$ cat config.mk
export PLATFORM = sky130hd
export DESIGN_NAME = dmem_access_ctrl_flat
export DESIGN_NICKNAME = d
export VERILOG_FILES = /design/src/rtl/dmem_access_ctrl_if.sv /design/src/rtl/dmem_access_ctrl.sv /design/src/flat_wrapper.sv
export SDC_FILE = /design/constraint.sdc
export NUM_CORES = 1
export LEC_CHECK = 0
export CAP_MARGIN = 20
export CORE_ASPECT_RATIO = 1.2
export CORE_UTILIZATION = 44
export DETAILED_ROUTE_END_ITERATION = 10
export GPL_ROUTABILITY_DRIVEN = 0
export PLACE_DENSITY = 0.9
export SYNTH_ARGS = -nofsm -noshare
export SYNTH_HDL_FRONTEND = slang
export SYNTH_SLANG_ARGS = --single-unit
$ cat constraint.sdc
create_clock -name clk -period 2.1 [get_ports clk]
set_input_delay 0.42 -clock clk [delete_from_list [all_inputs] [get_ports clk]]
set_output_delay 0.42 -clock clk [all_outputs]
set_load 0.01 [all_outputs]
$ cat src/rtl/dmem_access_ctrl_if.sv
// Data-memory bus between the MEM-stage access controller and a multi-cycle memory.
// The controller is the master; it holds a request until ack or timeout.
interface dmem_access_ctrl_if;
  logic        mem_req;
  logic        mem_we;
  logic [31:0] mem_addr;
  logic [3:0]  mem_be;
  logic [31:0] mem_wdata;
  logic        mem_ack;
  logic [31:0] mem_rdata;

  modport master (
    output mem_req, mem_we, mem_addr, mem_be, mem_wdata,
    input  mem_ack, mem_rdata
  );

  modport slave (
    input  mem_req, mem_we, mem_addr, mem_be, mem_wdata,
    output mem_ack, mem_rdata
  );
endinterface

$ cat src/rtl/dmem_access_ctrl.sv
// MEM-stage load/store sequencer: one access at a time over req/ack, with byte-lane
// steering, load extension, misalignment reporting and an ack timeout.
module dmem_access_ctrl #(
    parameter int MAX_WAIT = 15
) (
    input  logic        clk,
    input  logic        rst_n,
    input  logic        req_valid,
    input  logic [5:0]  op,
    input  logic [31:0] addr,
    input  logic [31:0] wdata,
    output logic        stall,
    output logic [31:0] rdata,
    output logic        rdata_valid,
    output logic        addr_err,
    output logic        bus_err,
    dmem_access_ctrl_if.master mem
);
    localparam int WW = (MAX_WAIT < 2) ? 1 : $clog2(MAX_WAIT);

    typedef enum logic [1:0] {IDLE, BUSY, DONE} state_t;
    state_t state, state_nx;

    logic [3:0]    op_q;      // op[3]=store, op[2]=unsigned, op[1:0]=size
    logic [31:0]   addr_q;
    logic [31:0]   wdata_q;
    logic [WW-1:0] wait_q;
    logic          berr_q;
    logic [31:0]   rdata_q;

    logic is_acc, mis, accept, wait_hit;
    logic [31:0] ld_ext;
    logic [3:0]  st_be;
    logic [31:0] st_wd;

    // Size lives in op[1:0] for both loads and stores: 00 byte, 01 half, 11 word.
    always_comb begin
        is_acc = 1'b0;
        case (op)
            6'b100000, 6'b100001, 6'b100011, 6'b100100, 6'b100101,
            6'b101000, 6'b101001, 6'b101011: is_acc = 1'b1;
            default:                         is_acc = 1'b0;
        endcase
        mis = ((op[1:0] == 2'b01) && addr[0]) || ((op[1:0] == 2'b11) && (addr[1:0] != 2'b00));
    end

    assign accept   = (state == IDLE) && req_valid && is_acc && !mis;
    assign wait_hit = (wait_q == WW'(MAX_WAIT - 1));

    always_ff @(posedge clk or negedge rst_n) begin
        if (!rst_n) state <= IDLE;
        else        state <= state_nx;
    end

    always_comb begin
        state_nx = state;
        stall    = 1'b0;
        addr_err = 1'b0;
        case (state)
            IDLE: if (req_valid && is_acc) begin
                if (mis) addr_err = 1'b1;
                else begin
                    stall    = 1'b1;
                    state_nx = BUSY;
                end
            end
            BUSY: begin
                stall = 1'b1;
                if (mem.mem_ack || wait_hit) state_nx = DONE;
            end
            DONE:    state_nx = IDLE;
            default: state_nx = IDLE;
        endcase
    end

    always_comb begin
        logic [7:0]  b;
        logic [15:0] h;
        case (addr_q[1:0])
            2'b00:   b = mem.mem_rdata[7:0];
            2'b01:   b = mem.mem_rdata[15:8];
            2'b10:   b = mem.mem_rdata[23:16];
            default: b = mem.mem_rdata[31:24];
        endcase
        h = addr_q[1] ? mem.mem_rdata[31:16] : mem.mem_rdata[15:0];
        case (op_q[1:0])
            2'b00:   ld_ext = op_q[2] ? {24'b0, b} : {{24{b[7]}}, b};
            2'b01:   ld_ext = op_q[2] ? {16'b0, h} : {{16{h[15]}}, h};
            default: ld_ext = mem.mem_rdata;
        endcase
    end

    always_comb begin
        st_be = 4'b1111;
        st_wd = wdata_q;
        if (op_q[3]) begin
            case (op_q[1:0])
                2'b00: begin
                    st_be = 4'b0001 << addr_q[1:0];
                    st_wd = {4{wdata_q[7:0]}};
                end
                2'b01: begin
                    st_be = addr_q[1] ? 4'b1100 : 4'b0011;
                    st_wd = {2{wdata_q[15:0]}};
                end
                default: ;
            endcase
        end
    end

    always_ff @(posedge clk or negedge rst_n) begin
        if (!rst_n) begin
            op_q    <= '0;
            addr_q  <= '0;
            wdata_q <= '0;
            wait_q  <= '0;
            berr_q  <= 1'b0;
            rdata_q <= '0;
        end else if (accept) begin
            op_q    <= op[3:0];
            addr_q  <= addr;
            wdata_q <= wdata;
            wait_q  <= '0;
        end else if (state == BUSY) begin
            // Ack wins over a timeout landing in the same cycle.
            if (mem.mem_ack) begin
                rdata_q <= op_q[3] ? 32'b0 : ld_ext;
                berr_q  <= 1'b0;
            end else if (wait_hit) begin
                rdata_q <= '0;
                berr_q  <= 1'b1;
            end else begin
                wait_q  <= wait_q + WW'(1);
            end
        end
    end

    assign rdata       = rdata_q;
    assign rdata_valid = (state == DONE);
    assign bus_err     = (state == DONE) && berr_q;

    assign mem.mem_req   = (state == BUSY);
    assign mem.mem_we    = (state == BUSY) && op_q[3];
    assign mem.mem_addr  = (state == BUSY) ? {addr_q[31:2], 2'b00} : 32'b0;
    assign mem.mem_be    = (state == BUSY) ? st_be : 4'b0;
    assign mem.mem_wdata = (state == BUSY) ? st_wd : 32'b0;
endmodule
$ cat src/flat_wrapper.sv
// flat-port wrapper written by rule: the top's interface ports become plain ports
module dmem_access_ctrl_flat 
#(
    parameter int MAX_WAIT = 15
)
  (clk, rst_n, req_valid, op, addr, wdata, stall, rdata, rdata_valid, addr_err, bus_err, mem_mem_req, mem_mem_we, mem_mem_addr, mem_mem_be, mem_mem_wdata, mem_mem_ack, mem_mem_rdata);
  dmem_access_ctrl_if mem_i ();
  input  logic clk;
  input  logic rst_n;
  input  logic req_valid;
  input  logic [5:0] op;
  input  logic [31:0] addr;
  input  logic [31:0] wdata;
  output logic stall;
  output logic [31:0] rdata;
  output logic rdata_valid;
  output logic addr_err;
  output logic bus_err;
  output wire logic [$bits(mem_i.mem_req)-1:0] mem_mem_req;
  output wire logic [$bits(mem_i.mem_we)-1:0] mem_mem_we;
  output wire logic [$bits(mem_i.mem_addr)-1:0] mem_mem_addr;
  output wire logic [$bits(mem_i.mem_be)-1:0] mem_mem_be;
  output wire logic [$bits(mem_i.mem_wdata)-1:0] mem_mem_wdata;
  input wire logic [$bits(mem_i.mem_ack)-1:0] mem_mem_ack;
  input wire logic [$bits(mem_i.mem_rdata)-1:0] mem_mem_rdata;
  assign mem_mem_req = mem_i.mem_req;
  assign mem_mem_we = mem_i.mem_we;
  assign mem_mem_addr = mem_i.mem_addr;
  assign mem_mem_be = mem_i.mem_be;
  assign mem_mem_wdata = mem_i.mem_wdata;
  assign mem_i.mem_ack = mem_mem_ack;
  assign mem_i.mem_rdata = mem_mem_rdata;
  dmem_access_ctrl #(.MAX_WAIT(MAX_WAIT)) u_core (.clk(clk), .rst_n(rst_n), .req_valid(req_valid), .op(op), .addr(addr), .wdata(wdata), .stall(stall), .rdata(rdata), .rdata_valid(rdata_valid), .addr_err(addr_err), .bus_err(bus_err), .mem(mem_i));
endmodule
Word-level counts from Yosys, hierarchy flattened
Cells that the tools add are included.
{"block": "op_classes", "bitwise": 1, "addsub": 1, "shifts": 1, "n_reduce_logical": 21, "n_eq_ne": 21, "n_mux": 33}
{"operator": "two-way mux 32 bit", "count": 8}
{"operator": "case mux 32 bit (2 select lines)", "count": 2}
{"operator": "== test 6 bit, second input constant", "count": 8}
{"operator": "two-way mux 4 bit", "count": 7}
{"operator": "case mux 8 bit (3 select lines)", "count": 1}
{"operator": "two-way mux 16 bit", "count": 1}
{"operator": "AND reduction 3 bit", "count": 3}
{"operator": "== test 2 x 1 -> 1 bit, second input constant", "count": 4}
{"operator": "logical AND 1 bit", "count": 8}
{"operator": "two-way mux 1 bit", "count": 8}
{"operator": "case mux 4 bit (2 select lines)", "count": 1}
{"operator": "OR reduction 8 bit", "count": 1}
{"operator": "== test 2 bit, second input constant", "count": 3}
{"operator": "logical NOT 2 bit", "count": 3}
{"operator": "two-way mux 2 bit", "count": 3}
{"operator": "inequality test 2 x 1 -> 1 bit, second input constant", "count": 3}
{"operator": "nonzero test 2 bit", "count": 3}
{"operator": "adder 4 x 1 -> 4 bit, second input constant", "count": 1}
{"operator": "== test 4 bit, second input constant", "count": 1}
{"operator": "inequality test 2 bit, second input constant", "count": 2}
{"operator": "case mux 2 bit (2 select lines)", "count": 1}
{"operator": "left shift 1 x 2 -> 4 bit, first input constant", "count": 1}
{"operator": "logical OR 1 bit", "count": 2}
{"operator": "case mux 1 bit (2 select lines)", "count": 1}
{"operator": "other kinds (2)", "count": 2}
{"block": "word_totals", "output_inout_bits": 106, "ff_bits": 107, "inputBits": 106, "wordCells": 85}

Depth between registers and ports, before layout
Gate-level depths: netlist of the first run.
{"block": "depth", "word_depth": 7, "mapped_depth": 9}

Worst setup path before layout of the first run
Ideal clock, no wire load.
{"block": "synth_timing", "path_kind": "reg2out", "startpoint": "reg u_core.op_q[1]", "endpoint": "out mem_mem_wdata[29]", "t_arrival_ns": 1.498, "slack_ns": 0.182, "n_path_buf": 2, "path_stages_with_launch": 6, "t_required_ns": 1.680, "cell_sequence": "dfrtp_1 nor2b_1 clkbuf_1 clkbuf_1 nor2_1 a211oi_1"}
{"block": "synth_via", "elab_chain_len": 4, "word_cells_on_any_way": 5}
{"item": "from (decl)", "line_no": "dmem_access_ctrl.sv:24", "source": "logic [3:0] op_q;"}
{"item": "from (signal assigned)", "line_no": "dmem_access_ctrl.sv:120", "source": "op_q <= op[3:0];"}
{"item": "== test 2 x 1 -> 1 bit or logical NOT 2 bit (tied branches)", "line_no": "dmem_access_ctrl.sv:97", "source": "case (op_q[1:0])"}
{"item": "case mux 32 bit (2 select lines) (*)", "line_no": "dmem_access_ctrl.sv:97"}
{"item": "two-way mux 32 bit (*)", "line_no": "dmem_access_ctrl.sv:96", "source": "if (op_q[3]) begin"}
{"item": "two-way mux 32 bit (*)", "line_no": "dmem_access_ctrl.sv:146", "source": "assign mem.mem_wdata = (state == BUSY) ? st_wd : 32'b0;"}
{"item": "to (decl)", "line_no": "flat_wrapper.sv:23", "source": "output wire logic [$bits(mem_i.mem_wdata)-1:0] mem_mem_wdata;"}
Mark *: on every way between the ends. The rest lies on a longest branch, timed or not.

Worst setup path in the final report of the first run
{"block": "layout_timing", "startpoint": "reg u_core.state[0]", "endpoint": "out addr_err"}
{"block": "layout_via", "elab_chain_len": 2}
{"item": "from (decl)", "line_no": "dmem_access_ctrl.sv:22", "source": "state_t state, state_nx;"}
{"item": "from (signal assigned)", "line_no": "dmem_access_ctrl.sv:52", "source": "else state <= state_nx;"}
{"item": "logical NOT 2 bit", "line_no": "dmem_access_ctrl.sv:59", "source": "case (state)"}
{"item": "two-way mux 1 bit", "line_no": "dmem_access_ctrl.sv:59"}
{"item": "to (decl)", "line_no": "flat_wrapper.sv:17", "source": "output logic addr_err;"}
No other way between the ends.

==> impl_metrics.ini, run 1 <==
[run_status]
status = complete, no violations

[synth]
syn-instance-count = 479
post_synth_xor_area_fraction_pct = 0.4937
yosysUniqueCellTypes = 44
synthTopCellsByCount = 107 x dfrtp_1, 68 x mux2_1, 41 x and2_1
synth.avg_cell_area_sq_um = 11.11
synth_top_family_by_area = multiplexers
synth_area_leaders = dfrtp_1 50%, mux2_1 14%, and2_1 4.8%
synth_edf_count = 0
yosys_warnings = 0
synth.largest_area_cell = dfrtp_1
ys_ff_latch = 107
async_reset_ff_share_pct = 100.0
synthSimpleGateAreaFrac_pct = 11.42
synth-adder-area-share_pct = 0.4701
yosysTopAreaCellShare_pct = 50.31
yosysMostFrequentCell = dfrtp_1
synthesis.area_sq_um = 5323
ys.flop_type = dfrtp_1
synth.area.mux_share_pct = 17.80
synth_compound_area_share_pct = 15.00
yosysSeqAreaShare_pct = 50.31

[floorplan]
initial_core_util_pct = 45.59
dieArea_sq_um = 12540
coreArea_sq_um = 11670
dieHeight_microns = 122.5
ios = 212
num_rows = 43
die_w_microns = 102.4

[timing]
maxSlewViolCount = 0
period_minus_slack_ns = 2.059
max_clock_freq_mhz = 485.6
tightestPinTransition_ns = 0.8488
grt_setup_unrepaired = true
timing.slew.headroom_pct = 43.29
fin_ws_ns = 0.04066
post-route-period-util_pct = 98.06
setup_violations = 0
finalHoldViolCount = 0
fin_skew_ns = 0.007928

[drt]
wl_per_cell_microns = 17.65
route.antenna.remaining_nets = 0
post_drt_via_cell_ratio = 5.378
dr.pass1.iters = 4
first_iter_violations = 247
num_vias = 4733
drt_wl_total_microns = 15530
post-route-drc-count = 0

[global_route]
grt_start_max_net_pins = 49
grt_pass1_vias = 4913
gr-total-overflow = 0
antenna_found_initial = 1
track_usage_pct = 25.49
grt_pass1_wl_microns = 24540

[placed_design]
dp.cells = 857
port_buffers = 209
dp_hpwl_microns = 11630
pre_cts_ws_ns = -0.5044

[power]
clkPwrFrac_pct = 21.9
irDropWorstVdd_uv = 489.5
pwr-share-seq_pct = 41.2
p_sw_share_pct = 30.95
leakage_nw = 3.846
power.share.combinational_pct = 36.9
p_switching_mw = 2.379
total_power_mw = 7.687
power_density_nw_per_um2 = 929.3
p_int_mw = 5.308

[cts]
cts.clk_slew.worst_paths_ns = 0.07
cts.sinks = 107
clock_latency_ns = 0.34
ctsRootBufferMaster = clkbuf_16
cts_tree = built
h-tree-depth = 3
clock_path_buffers = 2
cts_buffers = 9

[worst_setup_path]
crit_path_end_kind = primary output
cp-start-kind = flop
cp_top_family = simple AND/OR/NAND/NOR gates
crit_arrival_ns = 1.64
path_class = flop to primary output
cp_num_buf_inv = 2
crit_fanout = 3
cp_slowest_cell = dfrtp_1
required_ns = 1.68
slowest_delay_ns = 0.42
path_cells = buf_4, nor4_4, and3_1, clkdlybuf4s15_2

[flow_run]
maxCapViolCount = 0

[cells_and_area]
drive_gt1_share_pct = 17.31
layout.cells.non_filler = 880
layout.nets = 825
postLayoutCoreUtil_pct = 70.85
area_delta_synth_final_pct = 55.41

[hold_path]
hp-class = input pin to asynchronous set/reset pin
state kept, by name, summed over array words and instances (netlist names):
| signal | cells |
|---|---|
| u_core.op_q | 4 |
| u_core.wdata_q | 32 |
| u_core.rdata | 32 |
| u_core.addr_q | 32 |
| u_core.berr_q | 1 |
| u_core.state | 2 |
| u_core.wait_q | 4 |
stage by stage:
stage / instance area, sq um / hold slack (ns) / setup TNS [ns]
6_report: 8272 / 0.03655 / 0
5_1_grt: 8272 / 0.05920 / -0.02405
4_1_cts: 8248 / 0.03881 / -0.05855
3_5_place_dp: 7903 / 0.4036 / -28.82
3_3_place_gp: 7903 / 0.4054 / -26.57
2_1_floorplan: 5326 / 0.1244 / 0
routing by layer:
layer | share of wire [%] | global-route usage (%) | up-vias
li1 | - | - | 2176
met1 | 39 | 29.86 | 2309
met2 | 51 | 44.00 | 203
met3 | 6.8 | 5.638 | 45
met4 | 3.8 | 12.05 | 0
met5 | 0 | 0 | -
cell families after synthesis:
group / after synthesis
and+or+nand+nor: 116
AOI/OAI and AO/OA: 115
DFF: 107
muxes: 85
buffers and inverters: 50
xor gates and xnor gates: 3
adders and majority gates: 2
other: 1
final cells by class:
type                            count  area [sq um]
Timing Repair Buffer              263          2532
Inverter                           13         48.80
Tap cell                          157         196.4
Clock buffer                       12         246.5
Clock inverter                      4         48.80
Sequential cell                   107          2681
Fill cell                         866          3403
Antenna cell                        1         2.502
Multi-Input combinational cell    323          2515
cells in the final DEF (no fill, tap or decap), types with 4 or more instances in the layout:
cell type	synthesis	layout
clkbuf_16	0	9
a21oi_1	39	36
nor2_1	17	15
inv_1	11	11
mux2_2	9	9
a221o_1	16	16
buf_2	3	17
a211oi_1	8	7
o21ai_1	16	21
mux2_1	68	68
clkbuf_2	0	4
a22o_1	8	8
dfrtp_1	107	104
buf_12	0	11
nand2_1	35	35
mux2i_1	8	8
a222oi_1	7	7
nand3_1	4	4
clkdlybuf4s50_1	0	133
clkdlybuf4s15_1	0	18
buf_4	10	40
o21ai_0	11	6
and2_1	41	40
dlygate4sd2_1	0	32
path summary, 6_finish.rpt:
| kind | from | endpoint | slack (ns) | cells after the start |
|---|---|---|---|---|
| worst max-delay path | u_core.state[0]$_DFFE_PN0P_ | addr_err | 0.04 | 4 |
| worst min-delay path | rst_n | u_core.op_q[2]$_DFFE_PN0P_ | 0.04 | 1 |
| worst max register to register | u_core.state[0]$_DFFE_PN0P_ | u_core.wdata_q[11]$_DFFE_PN0P_ | 0.18 | 6 |
| worst min register to register | u_core.addr_q[2]$_DFFE_PN0P_ | u_core.addr_q[2]$_DFFE_PN0P_ | 0.48 | 1 |
| max in group asynchronous | rst_n | u_core.op_q[1]$_DFFE_PN0P_ | 1.42 | 2 |
| min in group clk | u_core.addr_q[2]$_DFFE_PN0P_ | u_core.addr_q[2]$_DFFE_PN0P_ | 0.48 | 1 |
power by group through the flow:
| stage | clock network, mW | registers [mW] | logic [mW] |
|---|---|---|---|
| after detailed placement | 0 | 3.19 | 2.79 |
| final | 1.68 | 3.17 | 2.83 |
| after floorplan | 0 | 3.20 | 1.24 |
| after global placement | 0 | 3.14 | 2.68 |
| after global routing | 1.80 | 3.25 | 3.08 |
| after CTS | 1.73 | 3.16 | 2.85 |
repair_timing:
| item | CTS | global route |
|---|---|---|
| gates resized for setup | 160 | 30 |
| cloned | 1 | 0 |
| hold buffers | 0 | 0 |
| pin swaps | 1 | 5 |
| setup buffers | 6 | 0 |
| endpoints found under the setup margin | 122 | 33 |
Power figures use the tool's default switching activity.
==> inputs of run 2 (changes only) <==
--- a/config.mk
+++ b/config.mk
@@ -5,12 +5,15 @@
 export SDC_FILE = /design/constraint.sdc
 export NUM_CORES = 1
 export LEC_CHECK = 0
+export ABC_CLOCK_PERIOD_IN_PS = 2100
 export CAP_MARGIN = 20
+export CELL_PAD_IN_SITES_DETAIL_PLACEMENT = 2
+export CELL_PAD_IN_SITES_GLOBAL_PLACEMENT = 2
 export CORE_ASPECT_RATIO = 1.2
-export CORE_UTILIZATION = 44
+export CORE_UTILIZATION = 26
 export DETAILED_ROUTE_END_ITERATION = 10
 export GPL_ROUTABILITY_DRIVEN = 0
-export PLACE_DENSITY = 0.9
+export PLACE_DENSITY = 0.88
 export SYNTH_ARGS = -nofsm -noshare
 export SYNTH_HDL_FRONTEND = slang
 export SYNTH_SLANG_ARGS = --single-unit
==> run 2 against run 1 <==
Effect of this change: register-to-register slack worse by 0.14 ns; worst setup slack got worse by 0.012 ns; combinational power grew 17%; sequential power rose by 3%; utilization shrank 26 points; critical path type unchanged; final cell count rose by 15%; wire length grew 44%; largest cell class is now buffers.
==> impl_metrics.ini, run 2 (synthesized netlist as in run 1, its figures left out) <==
[run_status]
status = complete, no violations

[drt]
post_drt_via_cell_ratio = 4.901
post-route-drc-count = 0
wl_per_cell_microns = 22.00
drt_wl_total_microns = 22330
num_vias = 4975
route.antenna.remaining_nets = 0
dr.pass1.iters = 4
first_iter_violations = 195

[global_route]
grt_start_max_net_pins = 41
grt_pass1_wl_microns = 34150
gr-total-overflow = 0
grt_pass1_vias = 5594
antenna_found_initial = 3
track_usage_pct = 21.14

[worst_setup_path]
reg2reg_depth = 8
cp_slowest_cell = dfrtp_2
crit_arrival_ns = 1.65
r2r-start = u_core.op_q[0]$_DFFE_PN0P_
cp-start-kind = flop
r2r_slack_ns = 0.04
slowest_delay_ns = 0.44
required_ns = 1.68
crit_fanout = 10
startpoint = u_core.op_q[1]$_DFFE_PN0P_
path_class = flop to primary output
r2r-end = u_core.rdata[19]$_DFFE_PN0P_
path_cells = nand2b_4, buf_8, buf_4, o21ai_4, a21oi_1, buf_2
crit_path_end_kind = primary output

[timing]
fin_skew_ns = 0.008965
finalHoldViolCount = 0
period_minus_slack_ns = 2.071
max_clock_freq_mhz = 482.8
tightestPinTransition_ns = 0.6854
grt_setup_unrepaired = true
setup_violations = 0
timing.slew.headroom_pct = 54.26
maxSlewViolCount = 0
post-route-period-util_pct = 98.63

[power]
p_int_mw = 5.486
irDropWorstVdd_uv = 429.5
pwr-share-seq_pct = 39.3
p_switching_mw = 2.856
total_power_mw = 8.342
clkPwrFrac_pct = 21.2
p_sw_share_pct = 34.24
leakage_nw = 4.029
power_density_nw_per_um2 = 944.6
power.share.combinational_pct = 39.5

[placed_design]
dp_hpwl_microns = 15610
port_buffers = 209

[cells_and_area]
fillers = 1955
area_delta_synth_final_pct = 65.91
multi_input_area_sq_um = 2681
mostFrequentLayoutCell = clkdlybuf4s50_1
drive_gt1_share_pct = 31.25
seq_area_sq_um = 2683
final_cell_mix = 130 x clkdlybuf4s50_1, 103 x dfrtp_1, 60 x mux2_1, 53 x buf_4, 45 x buf_2
layout.nets = 856
postLayoutCoreUtil_pct = 44.54

[cts]
clock_latency_ns = 0.35
h-tree-depth = 3
cts.clk_slew.worst_paths_ns = 0.08
cts_tree = built
ctsRootBufferMaster = clkbuf_16
cts_buffers = 9
cts_hold_buf = 0
clock_path_buffers = 2
cts.sinks = 107

[flow_run]
maxCapViolCount = 0

[floorplan]
die_w_microns = 132.6
coreArea_sq_um = 19830
num_rows = 56
initial_core_util_pct = 26.84
dieHeight_microns = 158.7
dieArea_sq_um = 21050
ios = 212

[hold_path]
hp-class = input pin to asynchronous set/reset pin
-- run 2: how the worst max path moves through the flow --
stage                              endpoint  cells after the start
after global placement                stall                      6
after floorplan           mem_mem_wdata[29]                      5
final                      mem_mem_wdata[9]                      6
after detailed placement              stall                      6
after global routing      mem_mem_wdata[24]                      5
after CTS                 mem_mem_wdata[12]                      6
-- run 2: critical path, delay by kind of cell, from the launching register on --
kind	cells	cell delay, ns
AOI/OAI and AO/OA	2	0.23
DFF	1	0.44
and+or+nand+nor	1	0.17
buffers and inverters	3	0.45
-- run 2: metrics by stage --
| stage | area [sq um] | worst slack (ns) | cells | hold slack, ns | TNS, ns |
|---|---|---|---|---|---|
| 6_report | 8831 | 0.02882 | 1015 | 0.01636 | 0 |
| 5_1_grt | 8831 | -0.02792 | 1015 | 0.03566 | -0.1831 |
| 4_1_cts | 8715 | -0.09398 | 997 | 0.01450 | -0.7432 |
| 3_5_place_dp | 8045 | -0.6079 | 961 | 0.4086 | -37.33 |
| 3_3_place_gp | 8045 | -0.5199 | 961 | 0.4061 | -28.10 |
| 2_1_floorplan | 5326 | 0.1819 | 480 | 0.1244 | 0 |
-- run 2: routing by layer --
metal  part of all wire (%)  up-vias  global-route usage [%]  wire length, microns
met5                  0.036        -                       0                     8
met4                    2.4        2                   6.426                   538
met3                    4.7       34                   3.863                  1048
met2                     55      176                   39.47                 12280
met1                     38     2512                   24.04                  8461
li1                       -     2251                       -                     -
-- run 2: what timing repair did --
item | 4_1_cts | 5_1_grt
buffers inserted | 18 | 12
endpoints found under the setup margin | 154 | 97
gates resized for setup | 252 | 103
pin swaps | 4 | 11
gates cloned | 5 | 4
-- run 2: layout make-up --
| cell class | instances | share of cell area [%] |
|---|---|---|
| clock buffer | 10 | 2.593 |
| sequential | 107 | 30.38 |
| timing repair buffer | 294 | 31.60 |
| inverter | 13 | 0.6092 |
| multi-input combinational | 323 | 30.36 |
| clock inverter | 5 | 0.7084 |
| tap | 261 | 3.698 |
| antenna | 2 | 0.05667 |
-- run 2: power groups by stage --
stage	clock [mW]	sequential, mW	combinational (mW)
2_1_floorplan	0	3.20	1.24
3_3_place_gp	0	3.18	2.69
3_5_place_dp	0	3.29	2.86
4_1_cts	1.81	3.25	3.04
5_1_grt	1.89	3.37	3.55
6_report	1.77	3.28	3.30
==> inputs of run 3 (changes only) <==
--- a/config.mk
+++ b/config.mk
@@ -6,7 +6,6 @@
 export NUM_CORES = 1
 export LEC_CHECK = 0
 export ABC_CLOCK_PERIOD_IN_PS = 2100
-export CAP_MARGIN = 20
 export CELL_PAD_IN_SITES_DETAIL_PLACEMENT = 2
 export CELL_PAD_IN_SITES_GLOBAL_PLACEMENT = 2
 export CORE_ASPECT_RATIO = 1.2
==> results of run 3 <==
The final DEF is identical to that of run 2; final timing and power are the same.
